<file path="src/rtl/gpio_debounce_pkg.sv">
// Shared definitions for the GPIO input conditioning blocks:
// debounce FSM state encodings and default parameter values.
package gpio_debounce_pkg;

  typedef enum logic [1:0] {
    ST_STABLE_LO = 2'd0,
    ST_WAIT_HI   = 2'd1,
    ST_STABLE_HI = 2'd2,
    ST_WAIT_LO   = 2'd3
  } gpio_state_t;

  // 10 us hold time at a 100 MHz system clock
  localparam int DEFAULT_DEBOUNCE_CYCLES = 1000;
  localparam int DEFAULT_CNT_W           = 16;
  localparam int DEFAULT_EVT_W           = 16;

endpackage

</file>
<file path="src/rtl/gpio_sync.sv">
// Two-flop synchroniser for an asynchronous GPIO pin.
// Shared by every GPIO input, so it carries no parameters.
module gpio_sync (
  input  logic clk,
  input  logic rst,
  input  logic d,
  output logic q
);

  logic s1;
  logic s2;

  // Move the pin into the clk domain through two back-to-back flops
  always_ff @(posedge clk) begin
    if (rst) begin
      s1 <= 1'b0;
      s2 <= 1'b0;
    end else begin
      s1 <= d;
      s2 <= s1;
    end
  end

  assign q = s2;

endmodule

</file>
<file path="src/rtl/gpio_debounce.sv">
// Debounced GPIO input: synchronises the pin, qualifies each level change
// over DEBOUNCE_CYCLES stable samples, emits rise/fall strobes and counts
// qualified rising edges in a saturating counter that software can clear.
module gpio_debounce
  import gpio_debounce_pkg::*;
#(
  parameter int DEBOUNCE_CYCLES = DEFAULT_DEBOUNCE_CYCLES,
  parameter int CNT_W           = DEFAULT_CNT_W,
  parameter int EVT_W           = DEFAULT_EVT_W
) (
  input  logic             clk,
  input  logic             rst,
  input  logic             in_raw,
  input  logic             clr_count,
  output logic             out_level,
  output logic             rise_pulse,
  output logic             fall_pulse,
  output logic [EVT_W-1:0] evt_count
);

  localparam logic [CNT_W-1:0] CNT_LAST = CNT_W'(DEBOUNCE_CYCLES - 1);
  localparam logic [EVT_W-1:0] EVT_MAX  = '1;

  logic             s2;
  gpio_state_t      state;
  gpio_state_t      state_nxt;
  logic [CNT_W-1:0] cnt;
  logic [CNT_W-1:0] cnt_nxt;
  logic             level_nxt;
  logic             rise_nxt;
  logic             fall_nxt;

  gpio_sync u_sync (
    .clk (clk),
    .rst (rst),
    .d   (in_raw),
    .q   (s2)
  );

  // Register the FSM state, the qualification counter and all outputs
  always_ff @(posedge clk) begin
    if (rst) begin
      state      <= ST_STABLE_LO;
      cnt        <= '0;
      out_level  <= 1'b0;
      rise_pulse <= 1'b0;
      fall_pulse <= 1'b0;
    end else begin
      state      <= state_nxt;
      cnt        <= cnt_nxt;
      out_level  <= level_nxt;
      rise_pulse <= rise_nxt;
      fall_pulse <= fall_nxt;
    end
  end

  // A bounce back to the old level abandons qualification; the last stable sample accepts
  always_comb begin
    state_nxt = state;
    cnt_nxt   = cnt;
    level_nxt = out_level;
    rise_nxt  = 1'b0;
    fall_nxt  = 1'b0;
    case (state)
      ST_STABLE_LO: begin
        if (s2) begin
          state_nxt = ST_WAIT_HI;
          cnt_nxt   = '0;
        end
      end
      ST_WAIT_HI: begin
        if (!s2) begin
          state_nxt = ST_STABLE_LO;
          cnt_nxt   = '0;
        end else if (cnt == CNT_LAST) begin
          state_nxt = ST_STABLE_HI;
          level_nxt = 1'b1;
          rise_nxt  = 1'b1;
        end else begin
          cnt_nxt = cnt + CNT_W'(1);
        end
      end
      ST_STABLE_HI: begin
        if (!s2) begin
          state_nxt = ST_WAIT_LO;
          cnt_nxt   = '0;
        end
      end
      ST_WAIT_LO: begin
        if (s2) begin
          state_nxt = ST_STABLE_HI;
          cnt_nxt   = '0;
        end else if (cnt == CNT_LAST) begin
          state_nxt = ST_STABLE_LO;
          level_nxt = 1'b0;
          fall_nxt  = 1'b1;
        end else begin
          cnt_nxt = cnt + CNT_W'(1);
        end
      end
      default: begin
        state_nxt = ST_STABLE_LO;
        cnt_nxt   = '0;
      end
    endcase
  end

  // Count registered rise strobes, holding at full scale; a clear beats an increment
  always_ff @(posedge clk) begin
    if (rst) begin
      evt_count <= '0;
    end else if (clr_count) begin
      evt_count <= '0;
    end else if (rise_pulse && (evt_count != EVT_MAX)) begin
      evt_count <= evt_count + EVT_W'(1);
    end
  end

endmodule

</file>
<file path="config.mk">
export PLATFORM = sky130hd
export DESIGN_NAME = gpio_debounce
export DESIGN_NICKNAME = d
export VERILOG_FILES = /design/src/rtl/gpio_debounce_pkg.sv /design/src/rtl/gpio_sync.sv /design/src/rtl/gpio_debounce.sv
export SDC_FILE = /design/constraint.sdc
export NUM_CORES = 1
export LEC_CHECK = 0
export CORE_AREA = 2 2 78 80
export CTS_CLUSTER_DIAMETER = 50
export DETAILED_ROUTE_END_ITERATION = 6
export DIE_AREA = 0 0 80 82
export PLACE_DENSITY = 0.63
export SLEW_MARGIN = 15
export SYNTH_ARGS = -nofsm -noshare
export SYNTH_HDL_FRONTEND = slang
export SYNTH_SLANG_ARGS = --single-unit
</file>
<file path="constraint.sdc">
create_clock -name clk -period 2.3 [get_ports clk]
set_input_delay 0.46 -clock clk [delete_from_list [all_inputs] [get_ports clk]]
set_output_delay 0.46 -clock clk [all_outputs]
set_load 0.05 [all_outputs]
</file>
== After elaboration in Yosys (flattened, before gate mapping) ==
Index checks and enable logic that the tools add are counted.
Widths: inputs -> output; s select.

* Latch bits: 0
* Memories kept: 0
* Logic and storage cells: 54
* Memory bits (writable): 0
* ROM bits: 0
* Register bits: 39
* Input port bits: 4

* Eq/ne operators: 13
* Div/mod/pow operators: 0
* Reductions and logical operators: 9
* $mul: 0
* Add/subtract/negate cells: 2
* Shift-type cells: 0
* Multiplexer cells: 19
* Order comparisons: 0
* Bitwise operators: 3

{| class="wikitable"
|+ Operator list
! kind !! number
|-
| $mux 16 || 5
|-
| $pmux 16 s4 || 1
|-
| $add 16x1->16 const B || 2
|-
| $eq 16x10->1 const B || 1
|-
| $ne 16x16->1 const B || 1
|-
| $mux 2 || 6
|-
| $ne 2x2->1 const B || 4
|-
| $pmux 2 s4 || 1
|-
| $reduce_or 3->1 || 2
|-
| $mux 1 || 5
|-
| $reduce_and 5->1 || 1
|-
| $eq 2x2->1 const B || 2
|-
| $ne 2x1->1 const B || 2
|-
| $reduce_and 4->1 || 1
|-
| $ne 3x2->1 const B || 1
|-
| $ne 3x3->1 const B || 1
|-
| $not 1->1 || 3
|-
| $eq 2x1->1 const B || 1
|-
| $logic_not 2->1 || 1
|-
| $pmux 1 s2 || 1
|-
| $reduce_and 2->1 || 1
|-
| $reduce_bool 2->1 || 1
|-
| $reduce_or 2->1 || 1
|-
| $logic_and 1x1->1 || 1
|}

== Depth between registers and ports, before layout ==
* Word-level depth: 4
* Depth in mapped cells: 6
* Depth with buffers taken out: 5

== Modules after synthesis ==
Synthesis repeated with hierarchy kept, for this count alone.

* Cells, all modules: 224
* Area total of the unflattened synthesis: 1,846.8 um^2

{| class="wikitable"
|+ By module, submodules not included
! module !! sequential area each (um^2) !! times used !! cells each !! area each (um^2)
|-
| gpio_debounce || 740.7 || 1 || 220 || 1,794.2
|-
| gpio_sync || 40.0 || 1 || 4 || 52.6
|}

== Least setup slack after synthesis ==
OpenSTA, ideal clock, no wires.

* Path kind: reg-to-reg
* Start point: register evt_count[0]
* End point: register evt_count[1]
* Path slack: 0.108 ns
* Clock period less this slack: 2.192 ns
* Data required time: 2.172 ns
* Path buffers: 1
* Setup time: 0.128 ns
* Cell stages (with the launch flop): 7
* Arrival time: 2.065 ns
* Cells stage by stage: dfxtp_1 -> ha_1 -> nand3_1 -> o41ai_4 -> buf_4 -> mux2i_1 -> nor2_1

* Longest elaborated chain between the ends: 2
* Elaborated cells on any way between the ends: 3
* Classes of those cells: add/sub: 1; eq/ne: 1; reduce/logical: 1

{| class="wikitable"
|+ RTL lines
! item !! RTL line !! text
|-
| from (decl) || gpio_debounce.sv:18 || <nowiki>output logic [EVT_W-1:0] evt_count</nowiki>
|-
| from (signal assigned) || gpio_debounce.sv:115 || <nowiki>evt_count <= evt_count + EVT_W'(1);</nowiki>
|-
| parallel branches: the longest is 2 deep, another holds $add 16x1->16 || -- ||
|}

Parallel ways; which one is timed is not known.
A chain may end at the register's enable or synchronous reset.

== Worst setup path after layout ==
* Start point: register rise_pulse
* End point: output rise_pulse

{| class="wikitable"
|+ RTL lines
! item !! RTL line !! text
|-
| from (decl) || gpio_debounce.sv:16 || <nowiki>output logic rise_pulse,</nowiki>
|-
| from (signal assigned) || gpio_debounce.sv:52 || <nowiki>rise_pulse <= rise_nxt;</nowiki>
|}

No word-level cell between the ends.

==> run_results.csv <==
group,metric,value,unit
outcome,status,"finished, final reports clean",
logic_synthesis,synth-compound-area-share,12.8,%
sta,rsz0062_at_grt,"false",
sta,holdWs,441,ps
power_and_ir_drop,power.switching,259,uW
logic_synthesis,ys_async_sr_fraction,0,%
die,die_w,80,microns
logic_synthesis,ys_ff_latch,39,
sta,final-setup-viol-count,0,
logic_synthesis,synth_area,1940,sq um
logic_synthesis,synth_area_per_cell,8.97,sq um
place,place.gp.congestion,0.763,
sta,report.final.slew_viol_count,0,
route,wirelength,3980,microns
critical_path,path_class,"reg2out",
final_layout,diodes,0,
sta,finalHoldViolCount,0,
logic_synthesis,synth_adder_area_share,1.29,%
critical_path,cp_top_family,"buffers and inverters",
clocking,post-cts-setup-buffers,0,
logic_synthesis,synth_cell_types,44,
clocking,cts_buffer_depth,2,
place,dp_hpwl,2780,microns
final_layout,finalNetCount,248,
critical_path,path_cells,"clkdlybuf4s50_1",
logic_synthesis,synth_top_area_share,40.3,%
logic_synthesis,synth_nets,222,
final_layout,syn_to_final_growth,20.5,%
sta,fin_worst_skew,8.77,ps
die,fp-row-count,28,
critical_path,worst_setup_path_start_kind,"flop",
sta,tightest_slew,511,ps
sta,fmax,0.485,GHz
power_and_ir_drop,p_clk_share,37.8,%
critical_path,worstRegToRegCells,6,
min_path,whs_path_depth,1,
clocking,numCtsBuffers,5,
power_and_ir_drop,p_seq_share,58.4,%
place,dp.cells,310,
critical_path,cp_max_fo,4,
route,routedWlPerCell,12.5,microns
place,place_area,2250,sq um
clocking,hold_buffers,0,
sta,post-route-min-period,2060,ps
power_and_ir_drop,intPower,908,uW
logic_synthesis,synth_xor_area_share,5.81,%
logic_synthesis,seq_area_frac_synth,40.3,%
clocking,cts.repair.resized,0,
critical_path,required,1840,ps
route,first_iter_violations,61,
grt,grt_max_degree,17,
power_and_ir_drop,switching_share,22.2,%
logic_synthesis,synthCells,216,
power_and_ir_drop,leakage,0.734,nW
final_layout,layout-drive-gt1-share,10.3,%
grt,grt_usage,13.2,%
logic_synthesis,ys_warn_count,0,
die,dieHeight,82,microns
die,initial_core_util,33.7,%
critical_path,arrival,1600,ps
logic_synthesis,synth_simple_gate_area_share,35.1,%
clocking,cts_tree,"done",
final_layout,final_cell_count_no_fill,318,
final_layout,utilization,40.6,%
die,die_area,6560,sq um
power_and_ir_drop,ir_drop,0.322,mV
critical_path,crit_path_end_kind,"primary output",
route,drt-pass1-iter-count,4,
grt,grt_overflow_total,0,
sta,min_period_over_period,89.7,%
min_path,min_path_type,"reg2reg",
route,via_per_inst,5.31,
place,port_buffers,22,
logic_synthesis,synth-edff-count,0,
route,ant_nets,0,
logic_synthesis,ys.flop_type,"dfxtp_1",
route,vias,1687,
flow_run,maxCapViolCount,0,
critical_path,crit_cells,1,
clocking,ctsHtreeMaxLevel,2,
clocking,cts_root_buf,"clkbuf_8",
final_layout,design_area,2330,sq um
logic_synthesis,synthMuxAreaShare,2.07,%
critical_path,cp_slowest_cell,"clkdlybuf4s50_1",
logic_synthesis,synth_top_family_by_area,"simple AND/OR/NAND/NOR gates",
critical_path,path_buf_inv,1,
critical_path,critPathMaxStageDelay,850,ps
clocking,clkSlewWorstSetupHoldPaths,70,ps
clocking,clk_latency,280,ps
power_and_ir_drop,power_density,500,nW/um^2
die,core,5750,sq um
sta,max_slew_margin,65.8,%
clocking,cts.sinks,39,
grt,grt_pass1_vias,1515,
sta,fin_tns_setup,0,ps
route,drc,0,
die,io_pins,23,
grt,grt_pass1_wl,6930,microns
power_and_ir_drop,comb_power_share,3.8,%
grt,antenna_found_initial,0,
logic_synthesis,yosysTopAreaCell,"dfxtp_1",
logic_synthesis,synth_area_leaders,"dfxtp_1, a21oi_1, nand3_1",
kinds of logic after synthesis:
kind of cell,after synthesis
fa+ha+maj,2
flops,39
mux,4
simple gates,109
xor+xnor,12
compound gates,38
buf+inv,12
cell usage after synthesis (2+ instances only):
cell type  instances
nand3_1           14
a21oi_1           15
nor2_1            14
and4_1             3
ha_1               2
or4_4              2
o31ai_1            7
o21ai_0            5
mux2i_1            4
nor4_4             2
a31oi_1            3
or4_1              8
inv_1              4
xnor2_1            4
o21ai_1            3
nor4_1             6
nand4_2            3
xor2_1             7
nand4_1           10
nor2b_1            2
dfxtp_1           39
buf_2              2
nor3_1             6
or3_1              9
nand2_1           14
clkbuf_1           5
and3_1             3
nand2b_1           4
stage by stage:
| step | power (mW) | setup slack [ps] |
|---|---|---|
| floorplan | 0.727 | 108 |
| global placement | 0.742 | 390 |
| detailed placement | 0.742 | 348 |
| CTS | 1.19 | 240 |
| global route | 1.22 | 131 |
| finish | 1.17 | 237 |
sequential cells by signal (all words and copies together) (netlist names), named ones only:
name,flops
cnt,16
evt_count,16
fall_pulse,1
out_level,1
rise_pulse,1
state,1
u_sync.q,1
u_sync.s1,1
power by group through the flow:
stage | clock network, mW | registers [mW] | logic (mW)
2_1_floorplan | 0 | 0.702 | 0.0247
3_3_place_gp | 0 | 0.697 | 0.0446
3_5_place_dp | 0 | 0.698 | 0.0449
4_1_cts | 0.462 | 0.682 | 0.0448
5_1_grt | 0.489 | 0.682 | 0.0491
6_report | 0.441 | 0.682 | 0.0439
worst reg2reg max path: stages, from the launching register on:
cell,delay (ps)
dfxtp_1,420
ha_1,220
nand3_1,230
o41ai_4,510
buf_4,270
mux2i_1,190
nor2_1,50
cells in the final DEF (no fill, tap or decap), drive strengths merged, types with 3 or more instances in the layout:
cell type,n
nand2b,5
o21ai,8
xnor2,4
a31oi,3
inv,4
and3,4
nor3,6
and4,3
clkdlybuf4s50,22
a21oi,15
or4,10
mux2i,4
nand3,14
buf,5
dfxtp,39
o31ai,7
nor2,15
nand2,14
clkbuf,7
nor4,8
xor2,8
or3,9
nand4,13
worst paths after layout:
path	from	end	slack, ps
min	u_sync.s1	u_sync.q	440
min reg2reg	u_sync.s1	u_sync.q	440
max reg2reg	evt_count[0]	evt_count[1]	300
max	rise_pulse	rise_pulse	240
final cells by class:
| type | instances | area, sq um |
|---|---|---|
| Tap cell | 75 | 93.8 |
| Multi-Input combinational cell | 165 | 1110 |
| Sequential cell | 39 | 781 |
| Inverter | 4 | 15.0 |
| Fill cell | 577 | 3410 |
| Clock buffer | 7 | 76.3 |
| Timing Repair Buffer | 27 | 258 |
| Clock inverter | 1 | 5.00 |
metal layers:
layer | GRT usage (%) | part of all wire, %
met5 | 0 | 0
met4 | 4.07 | 1.3
met3 | 3.30 | 3.9
met2 | 22.6 | 46
met1 | 16.4 | 48
Note: power is estimated with default switching activity, not from simulation.
